[src/rtl/byte_decode_ctrl.sv]
// byte_decode_ctrl: ByteDecode_d sequencer for Kyber decryption.
// Pulls bytes into a small LSB-first bit window and emits N_COEFF d-bit
// coefficients over valid/ready.
// Optional feature macro: BYTE_DECODE_MODQ_EN (reduce d==12 coefficients mod Q).
//
// Handshake rule: a transfer happens on a rising clk edge where valid & ready
// are both high. in_ready and out_valid are decoded from registers only, and
// never depend on in_valid/out_ready. They are never high together. out_valid
// stays high, with out_coeff/out_idx held stable, until out_ready is seen.
module byte_decode_ctrl #(
  parameter int N_COEFF = 256,
  parameter int MAX_D   = 12,
  parameter int Q       = 3329
) (
  input  logic             clk,
  input  logic             rst,
  input  logic             start,
  input  logic [3:0]       d_in,
  output logic             busy,
  output logic             done,
  output logic             err,
  input  logic             in_valid,
  input  logic [7:0]       in_byte,
  output logic             in_ready,
  output logic             out_valid,
  output logic [MAX_D-1:0] out_coeff,
  output logic [7:0]       out_idx,
  input  logic             out_ready,
  output logic [1:0]       dbg_state
);

  localparam int AW  = MAX_D + 8;
  localparam int CW  = $clog2(AW);
  localparam int BLW = $clog2(32 * MAX_D + 1);

  typedef enum logic [1:0] {
    S_IDLE = 2'd0,
    S_RUN  = 2'd1,
    S_DONE = 2'd2
  } state_t;

  state_t           state_q;
  logic [3:0]       d_q;
  logic [AW-1:0]    acc_q;
  logic [CW-1:0]    cnt_q;
  logic [BLW-1:0]   bytes_left_q;
  logic [7:0]       coeff_cnt_q;
  logic             busy_q;
  logic             done_q;
  logic             err_q;

  logic [CW-1:0]    d_w;
  logic [AW-1:0]    acc_ins_d;
  logic [AW-1:0]    acc_shr_d;
  logic [MAX_D-1:0] coeff_mask;
  logic [MAX_D-1:0] coeff_raw;
  logic             d_in_legal;

  // Only these widths occur in ByteDecode for Kyber.
  always_comb begin
    case (d_in)
      4'd1, 4'd4, 4'd5, 4'd10, 4'd11, 4'd12: d_in_legal = 1'b1;
      default:                               d_in_legal = 1'b0;
    endcase
  end

  assign d_w       = CW'(d_q);
  assign in_ready  = (state_q == S_RUN) && (cnt_q < d_w) && (bytes_left_q != '0);
  assign out_valid = (state_q == S_RUN) && (cnt_q >= d_w);

  // Bits above cnt are zero, so OR-ing the new byte in never collides.
  assign acc_ins_d = acc_q | (AW'(in_byte) << cnt_q);
  assign acc_shr_d = acc_q >> d_q;

  // Low d bits of the window form the current coefficient.
  assign coeff_mask = ~({MAX_D{1'b1}} << d_q);
  assign coeff_raw  = acc_q[MAX_D-1:0] & coeff_mask;

`ifdef BYTE_DECODE_MODQ_EN
  localparam logic [MAX_D-1:0] Q_C = MAX_D'(Q);
  // Single conditional subtract folds 12-bit values into [0, Q).
  always_comb begin
    out_coeff = coeff_raw;
    if ((d_q == 4'd12) && (coeff_raw >= Q_C)) out_coeff = coeff_raw - Q_C;
  end
`else
  assign out_coeff = coeff_raw;
`endif

  assign out_idx   = coeff_cnt_q;
  assign busy      = busy_q;
  assign done      = done_q;
  assign err       = err_q;
  assign dbg_state = state_q;

  // Control FSM with window/counter datapath and registered status pulses.
  always_ff @(posedge clk) begin
    if (rst) begin
      state_q      <= S_IDLE;
      d_q          <= '0;
      acc_q        <= '0;
      cnt_q        <= '0;
      bytes_left_q <= '0;
      coeff_cnt_q  <= '0;
      busy_q       <= 1'b0;
      done_q       <= 1'b0;
      err_q        <= 1'b0;
    end else begin
      done_q <= 1'b0;
      err_q  <= 1'b0;
      case (state_q)
        S_IDLE: begin
          if (start) begin
            if (d_in_legal) begin
              d_q          <= d_in;
              acc_q        <= '0;
              cnt_q        <= '0;
              bytes_left_q <= BLW'({d_in, 5'b0});
              coeff_cnt_q  <= '0;
              busy_q       <= 1'b1;
              state_q      <= S_RUN;
            end else begin
              err_q <= 1'b1;
            end
          end
        end
        S_RUN: begin
          if (in_ready && in_valid) begin
            acc_q        <= acc_ins_d;
            cnt_q        <= cnt_q + CW'(8);
            bytes_left_q <= bytes_left_q - BLW'(1);
          end else if (out_valid && out_ready) begin
            acc_q       <= acc_shr_d;
            cnt_q       <= cnt_q - d_w;
            coeff_cnt_q <= coeff_cnt_q + 8'd1;
            if (coeff_cnt_q == 8'(N_COEFF - 1)) begin
              busy_q  <= 1'b0;
              done_q  <= 1'b1;
              state_q <= S_DONE;
            end
          end
        end
        S_DONE: begin
          state_q <= S_IDLE;
        end
        default: begin
          state_q <= S_IDLE;
        end
      endcase
    end
  end

endmodule

[config.mk]
export PLATFORM = sky130hd
export DESIGN_NAME = byte_decode_ctrl
export DESIGN_NICKNAME = d
export VERILOG_FILES = /design/src/rtl/byte_decode_ctrl.sv
export SDC_FILE = /design/constraint.sdc
export NUM_CORES = 1
export LEC_CHECK = 0
export ABC_CLOCK_PERIOD_IN_PS = 8200
export CORE_MARGIN = 4
export CORE_UTILIZATION = 45
export DETAILED_ROUTE_END_ITERATION = 16
export PLACE_DENSITY = 0.71
export SLEW_MARGIN = 20
export SYNTH_ARGS = -nofsm -noshare
export SYNTH_HDL_FRONTEND = slang
export SYNTH_SLANG_ARGS = --single-unit
export TNS_END_PERCENT = 10
[constraint.sdc]
create_clock -name clk -period 8.2 [get_ports clk]
set_input_delay 0.82 -clock clk [delete_from_list [all_inputs] [get_ports clk]]
set_output_delay 0.82 -clock clk [all_outputs]
set_load 0.1 [all_outputs]
**After elaboration in Yosys (flattened, before gate mapping)**

Index checks and enable logic that the tools add are counted.

- Add/sub/neg operators: 4
- $lt $le $gt $ge: 2
- Equal/unequal tests: 15
- Shift-type cells: 3
- Mux-type cells: 34
- Bitwise logic cells: 7
- Reductions and logical operators: 17

Operator list:

| cell | number |
|---|---|
| two-way mux 20 bit | 4 |
| case mux 20 bit (2 select lines) | 1 |
| two-way mux 8 bit | 4 |
| two-way mux 9 bit | 3 |
| two-way mux 5 bit | 4 |
| OR 20 bit | 1 |
| left shift 8 x 5 -> 20 bit | 1 |
| right shift 20 x 4 -> 20 bit | 1 |
| case mux 9 bit (2 select lines) | 1 |
| case mux 8 bit (2 select lines) | 1 |
| AND 12 bit | 1 |
| equality test 4 bit (second input constant) | 3 |
| inverter 12 bit | 1 |
| left shift 12 x 4 -> 12 bit (first input constant) | 1 |
| two-way mux 2 bit | 5 |
| case mux 5 bit (2 select lines) | 1 |
| AND reduction 5 bit | 2 |
| nonzero test 9 bit | 1 |
| subtractor 9 x 1 -> 9 bit (second input constant) | 1 |
| adder 8 x 1 -> 8 bit (second input constant) | 1 |
| equality test 4 x 3 -> 1 bit (second input constant) | 2 |
| equality test 8 bit (second input constant) | 1 |
| two-way mux 1 bit | 8 |
| AND reduction 4 bit | 2 |
| 20 further kinds | 31 |

- Register bits: 51
- Output and inout bits: 27
- Word-level logic and storage cells: 91

**Logic depth before layout (Yosys ltp)**

- Word-level depth: 6
- Gate-level depth with buffers: 12
- Mapped depth without buffers: 9

**Worst setup path before layout**

No wires, ideal clock.

- Path type: register -> output
- Start: register d_q[2]
- End: output port out_coeff[4]
- Arrival time: 3358 ps
- Required time: 7380 ps
- Setup slack: 4022 ps
- Cell stages (with the launch flop): 6
- Path buffers: 3
- Cell sequence: dfxtp_1 -> clkbuf_1 -> buf_2 -> clkbuf_1 -> o21ai_0 -> a21boi_0

- Longest elaborated chain between the ends: 3

RTL lines:

| item | RTL line | text |
|---|---|---|
| start: declaration | 43 | `logic [3:0] d_q;` |
| start signal: assignment | 115 | `d_q <= d_in;` |
| left shift 12 x 4 -> 12 bit | 76 | `assign coeff_mask = ~({MAX_D{1'b1}} << d_q);` |
| inverter 12 bit | 76 |  |
| AND 12 bit | 77 | `assign coeff_raw = acc_q[MAX_D-1:0] & coeff_mask;` |
| end: declaration | 26 | `output logic [MAX_D-1:0] out_coeff,` |

No other way between the ends.

**Worst setup path after layout**

- Start: register d_q[2]
- End: output port out_valid

- Longest elaborated chain between the ends: 2

RTL lines:

| item | RTL line | text |
|---|---|---|
| >= comparator 5 x 4 -> 1 bit | 69 | `assign out_valid = (state_q == S_RUN) && (cnt_q >= d_w);` |
| logical AND 1 bit | 69 |  |
| end: declaration | 25 | `output logic out_valid,` |

No other way between the ends.

==> out/metrics.csv <==
stage,metric,value,unit
synthesis,simple-gate portion of the synthesized area,24.3,%
finish,Layout area overhead,12.9,%
synthesis,sequential area share after synthesis,25.0,%
routing,vias per cell,6.40,
worst_setup_path,Required @ worst endpoint,7.38,ns
clock_network,CTS resizes,0,
sta,Tmin final,4.41,ns
power_and_ir_drop,sequential power share,44.0,%
worst_setup_path,"Cell Chain, Critical Path",buf_4 > inv_1 > ha_1 > o21a_1 > o31a_1 > nor3_1 > nor2_1 > clkdlybuf4s50_1,
job,maxcap violations,0,
global_route,Tot GR Track Use,23.8,%
clock_network,Num CTS Buffers,5,
finish,final net count,572,
sta,worst hold margin,0.497,ns
floorplanning,Die X,103,um
sta,Max Slew Vio Count,0,
floorplanning,die area,0.0106,sq mm
routing,final WL,12500,um
synthesis,Seq cells post-synth,51,
power_and_ir_drop,maximum VDD drop,0.0927,mV
synthesis,multiplexer share of the synthesized area,16.2,%
synthesis,syn avg cell area,7.61,sq um
finish,layout cells sized above 1,7.66,%
placement,final estimated routing congestion in global placement,0.993,
synthesis,Main synth FF type,dfxtp_1,
routing,antenna-violating nets left,0,
worst_setup_path,largest fanout on the critical path,33,
clock_network,clock sink total,51,
synthesis,Cells after Synth,536,
synthesis,Yosys cell types,70,
global_route,initial antenna violation count,0,
sta,Fin. Hold Viols,0,
clock_network,Hold Buf Count CTS,0,
floorplanning,CORE AREA,0.00876,sq mm
sta,Worst Tran Pin Value,0.987,ns
power_and_ir_drop,Comb pwr share,25.7,%
global_route,largest net degree at the start of global routing,47,
finish,design area,0.00460,sq mm
placement,# port buffers,43,
sta,RSZ-0062 raised after global routing,no,
floorplanning,Rows,34,
clock_network,H-tree levels,2,
synthesis,largest family of logic cells by synthesized area,compound AO/OA/AOI/OAI gates,
synthesis,syn_nets,561,
synthesis,"top cells by area, synth","dfxtp_1 25%, mux2i_1 9.8%, a21oi_1 6.4%",
sta,Rel. slew slack,34.0,%
worst_setup_path,Critical-path top delay cell,clkdlybuf4s50_1,
global_route,GRT overflow,0,
power_and_ir_drop,Int Pwr,0.405,mW
sta,setup_tns,0,ns
routing,DR DRC count,0,
synthesis,Synth top area share,25.0,%
sta,clock skew,0.0112,ns
worst_setup_path,max incr delay on CP,1.16,ns
clock_network,post-CTS setup buffer count,0,
power_and_ir_drop,PD cells,134,mW/mm^2
power_and_ir_drop,Net Sw Frac,34.1,%
global_route,number of global-route vias before repair,3817,
synthesis,Synth Area in Compound Gates,24.7,%
placement,Placed Instance Area,0.00449,sq mm
synthesis,post-synthesis cell area,0.00408,sq mm
clock_network,clk_lat worst skew,0.31,ns
clock_network,clock-pin slew on the worst setup and hold paths,0.11,ns
global_route,global-route wire length before repair,20000,um
worst_setup_path,Setup crit end kind,primary output,
worst_setup_path,WP buf/inv,3,
clock_network,CTS tree,done,
min_path,worst hold path type,reg -> reg,
floorplanning,die height,103,um
routing,drt wl/cell,19.0,um
power_and_ir_drop,net switching power,0.210,mW
sta,min setup slack post-route,3.79,ns
worst_setup_path,"Arr. time, crit path",3.59,ns
placement,"worst slack, placed",4.21,ns
synthesis,leading area contributor after synthesis,dfxtp_1,
synthesis,"Async S/R FF share, synth",0,%
worst_setup_path,critical path's top delay family,buffers and inverters,
worst_setup_path,CP Class,reg -> out,
synthesis,yosys warns,0,
sta,endpoints failing setup,0,
sta,Max Clk Rate,227,MHz
worst_setup_path,Setup crit start kind,flop,
placement,hpwl dp,9000,um
synthesis,Adder-Cell Fraction of Synth Area,2.64,%
finish,fillcell total,855,
clock_network,Max Root-Sink Buffers,2,
clock_network,clk root buf,clkbuf_8,
routing,DRT Pass-1 Iters,5,
status,outcome,completed,
synthesis,Post-Synth XOR/XNOR Area,0.859,%
floorplanning,Starting Density,46.5,%
power_and_ir_drop,Pleak,1.52,nW
routing,Via Count,4201,
sta,fin crit share,53.8,%
power_and_ir_drop,clock power share,30.2,%
floorplanning,I/O Pins,44,
synthesis,"EDFF count, synth",0,
routing,DRT iter0 DRCs,403,
finish,antenna diode count,0,
[power by group through the flow]
| stage | Sequential (mW) | Combinational, mW | Clock (mW) |
|---|---|---|---|
| floorplan | 0.282 | 0.106 | 0 |
| global placement | 0.276 | 0.155 | 0 |
| detailed placement | 0.276 | 0.156 | 0 |
| CTS | 0.270 | 0.156 | 0.186 |
| global route | 0.272 | 0.172 | 0.197 |
| finish | 0.271 | 0.158 | 0.186 |
[flip-flops by register name (all words and copies together) (netlist names)]
register	flops
err	1
out_idx	8
done	1
acc_q	20
cnt_q	5
d_q	4
busy	1
dbg_state	2
bytes_left_q	9
[path summary, 6_finish.rpt]
check	startpoint	cells past startpoint	to	slack, ns
max	d_q[2]	8	out_valid	3.79
min	bytes_left_q[1]	2	bytes_left_q[1]	0.50
max reg2reg	d_q[2]	9	cnt_q[4]	4.51
min reg2reg	bytes_left_q[1]	2	bytes_left_q[1]	0.50
[cell families after synthesis]
kind of cell	after synthesis
AO/OA/AOI/OAI	154
XOR/XNOR	4
adder cells (fa/ha/maj)	8
buffers and inverters	60
flip-flops	51
multiplexers	55
AND/OR/NAND/NOR	204
[cell usage after synthesis (6+ instances only)]
library cell / number
clkbuf_1: 29
a211oi_1: 8
o22ai_1: 7
nand2b_1: 6
and3_1: 7
a21oi_1: 52
nor2_1: 46
mux4_2: 8
nand2_1: 68
mux2i_1: 40
and2_1: 6
a31oi_1: 11
mux2_2: 7
nand3_1: 11
o21ai_0: 30
buf_2: 12
nor2b_1: 6
nor4_1: 6
nor3_1: 27
inv_1: 14
dfxtp_1: 51
ha_1: 7
[layer usage]
layer / share of wire (%) / track usage, %
met1: 43 / 33.2
met2: 48 / 39.6
met3: 8.1 / 2.75
met4: 1.7 / 5.88
met5: 0 / 0
[worst reg2reg max path: cells and delay by family (launching register included)]
kind | cells | cell delay, ns
and+or+nand+nor | 3 | 1.58
buffers and inverters | 2 | 0.69
AOI/OAI and AO/OA | 3 | 0.56
adders and majority gates | 1 | 0.47
DFF | 1 | 0.32
[metrics by stage]
stage                     power [mW]  util, %  std cells
final                          0.615     52.5        656
after detailed placement       0.432     51.2        648
after global routing           0.640     52.5        656
after global placement         0.431     51.2        648
after CTS                      0.613     52.5        656
after floorplan                0.388        -        536
[layout make-up]
class	instances	area, sq um	share of cell area [%]
Clock buffer	5	68.8	1.49
Sequential cell	51	1020	22.2
Clock inverter	3	46.3	1.01
Timing Repair Buffer	49	475	10.3
Tap cell	108	135	2.93
Inverter	15	56.3	1.22
Multi-Input combinational cell	425	2800	60.8
[layout by cell type (no fill, tap or decap), types with 7 or more instances in the layout]
cell             count
nand3_1             11
a21oi_1             52
dfxtp_1             51
a31oi_1             11
nor3_1              27
mux2i_1             40
inv_1               14
nor2_1              46
nand2_1             68
clkdlybuf4s50_1     43
o22ai_1              7
ha_1                 7
mux4_2               8
a211oi_1             8
o21ai_0             30
mux2_2               7
and3_1               7
Power figures use the tool's default switching activity.
==> patch: new RTL, same settings <==
Add a define of `BYTE_DECODE_MODQ_EN`.
--- a/src/rtl/byte_decode_ctrl.sv
+++ b/src/rtl/byte_decode_ctrl.sv
@@ -7,6 +7,8 @@
 // are both high. in_ready and out_valid are decoded from registers only, and
 // never depend on in_valid/out_ready. They are never high together. out_valid
 // stays high, with out_coeff/out_idx held stable, until out_ready is seen.
+`define BYTE_DECODE_MODQ_EN
+
 module byte_decode_ctrl #(
   parameter int N_COEFF = 256,
   parameter int MAX_D   = 12,
Check against the original RTL: not equivalent (a bounded check fails within 4 cycles, from zero or initial values and one cycle with rst high).
==> patch against the original RTL <==
Non-clock buffer count is 1 higher. Synthesized area is 9.1% higher. First-iteration DRC count is 8.2% lower. Global-route usage is 0.46 points higher. Sequential cell count stayed put. Cell area is 9.1% higher. Wire length is 12% higher. Clock power is 16% lower. Worst setup slack worse by 0.34 ns. Sequential power is 8.5% higher. Total power is 21% higher. Count of clock-buffer cells in the layout stayed put. Largest cell class unchanged.
==> patch: results (changes against the original RTL) <==
Clock transition at path regs = 0.11 ns (about the same)
hold endpoint = out_idx[1]$_SDFFE_PP0P_ (was bytes_left_q[1]$_SDFFE_PP0P_)
post-layout net count = 595 (was 572)
met2 GRT Util = 0.396 (about the same)
ant diodes = 0 (unchanged)
placed insts = 694 (was 648)
input/output buffers = 43 (unchanged)
postcts setup bufs = 0 (unchanged)
Reg-to-Reg Start = d_q[1]$_SDFFE_PP0P_ (was d_q[2]$_SDFFE_PP0P_)
Vias = 4,442 (was 4,201)
Hold Crit Class = register to register (unchanged)
reg2reg end = acc_q[4]$_SDFFE_PP0P_ (was cnt_q[4]$_SDFFE_PP0P_)
Unique masters post-synth = 72 (was 70)
DR vias/cell = 6.33 (was 6.40)
layout cells sized above 1 = 0.100 (was 0.0766)
Hold Path Origin = out_idx[1]$_SDFFE_PP0P_ (was bytes_left_q[1]$_SDFFE_PP0P_)
FF-to-FF path depth = 9 (unchanged)
total CTS buffers = 5 (unchanged)
CP Launch Point = d_q[1]$_SDFFE_PP0P_ (was d_q[2]$_SDFFE_PP0P_)
status = complete, no violations (unchanged)
vias in the first global route = 4,177 (was 3,817)
Hold Path Stages = 2 (unchanged)
Synth top cells by count = nor2_1, dfxtp_1, mux2i_1, nand2_1, a21oi_1 (was nand2_1, a21oi_1, dfxtp_1, nor2_1, mux2i_1)
CTS resizes = 0 (unchanged)
Max clock buf depth = 2 (unchanged)
Cell Area, Placed = 4930 µm² (was 4490 µm²)
Routability Congestion = 0.958 (was 0.993)
arrival time at the worst endpoint = 3.93 ns (was 3.59 ns)
Post-Syn Nets = 574 (was 561)
dpl hpwl = 10,500 µm (was 9000 µm)
first-pass GRT wire length = 22,300 µm (was 20,000 µm)
worst skew pair latency = 0.32 ns
met3 global-route usage = 0.0390 (was 0.0275)
DRT iter0 DRCs = 370 (was 403)
setup violators final = 0 (unchanged)
register area share after synthesis = 0.229 (was 0.250)
Async SR Flop Fraction = 0 (unchanged)
Largest Register = acc_q (unchanged)
Layout Skew = 0.00990 ns (was 0.0112 ns)
routing usage on met1 = 0.331 (was 0.332)
Synth Warn # = 0 (unchanged)
WL per Instance = 19.8 µm (was 19.0 µm)
reg2reg setup slack = 4.59 ns (was 4.51 ns)
top cells by area, synth = dfxtp_1, mux2i_1, mux4_2 (was dfxtp_1, mux2i_1, a21oi_1)
H-tree Lvls = 2 (unchanged)
crit-path max FO = 38 (was 33)
Mean Syn Cell Area = 8.14 µm² (was 7.61 µm²)
clock root cell = clkbuf_8 (unchanged)
drt first pass iters = 5 (unchanged)
Leakage = 1.76 nW (was 1.52 nW)
GRT Overall Usage = 0.243 (was 0.238)
worst vdd ir = 0.103 mV (was 0.0927 mV)
Max-slew headroom = 0.322 (was 0.340)
# fillers = 955 (was 855)
largest net degree at the start of global routing = 39 (was 47)
[patch: layer usage]
metal / up-vias / wire length (µm)
li1: 2096 / -
met1: 2108 / 5950
met2: 206 / 6660
met3: 32 / 924
met4: 0 / 361
met5: - / 0
[patch: power by group]
part	switching (mW)	leakage (nW)	internal (mW)	total, mW
registers	0.0282	0.414	0.266	0.294
logic	0.190	1.31	0.104	0.294
clock network	0.0959	0.0408	0.0613	0.157
[patch: through the flow]
step                      hold WS, ns  setup WS [ns]
after floorplan                 0.473           3.32
final                           0.504           3.45
after CTS                       0.497           3.43
after global routing            0.516           3.21
after detailed placement        0.477           3.79
after global placement          0.476           3.90
[patch: critical path: stages, from the launching register on]
cell and delay, ns:
dfxtp_1 0.31, buf_4 0.27, or3_1 0.48, o21ai_0 0.36
inv_1 0.08, ha_1 0.19, and4bb_2 0.33, a211o_1 0.23
nor2b_2 0.07, xnor2_1 0.13, clkdlybuf4s50_1 1.15
[patch: cells by family (layout without fill, tap and decap cells)]
group / count (synthesis) / after routing / share of synthesized area
buffers and inverters: 52 / 74 / 0.0517
muxes: 65 / 65 / 0.190
xor gates and xnor gates: 13 / 13 / 0.0256
and+or+nand+nor: 189 / 189 / 0.215
adders and majority gates: 10 / 10 / 0.0298
DFF: 51 / 51 / 0.229
AOI/OAI and AO/OA: 167 / 167 / 0.259
[patch: layout make-up]
type	instances	area (µm²)	area share
multi-input combinational	444	3200	0.637
sequential	51	1020	0.203
timing repair buffer	50	483	0.0962
tap	133	166	0.0331
clock buffer	5	68.8	0.0137
inverter	16	60.1	0.0120
clock inverter	3	23.8	0.00473
[patch: worst max-delay path by stage]
stage                        end  slack (ns)  cells after the start
floorplan               in_ready        3.32                      4
global placement    out_coeff[5]        3.90                     10
detailed placement  out_coeff[7]        3.79                     10
CTS                 out_coeff[7]        3.43                     10
global route        out_coeff[5]        3.21                     10
finish              out_coeff[5]        3.45                     10
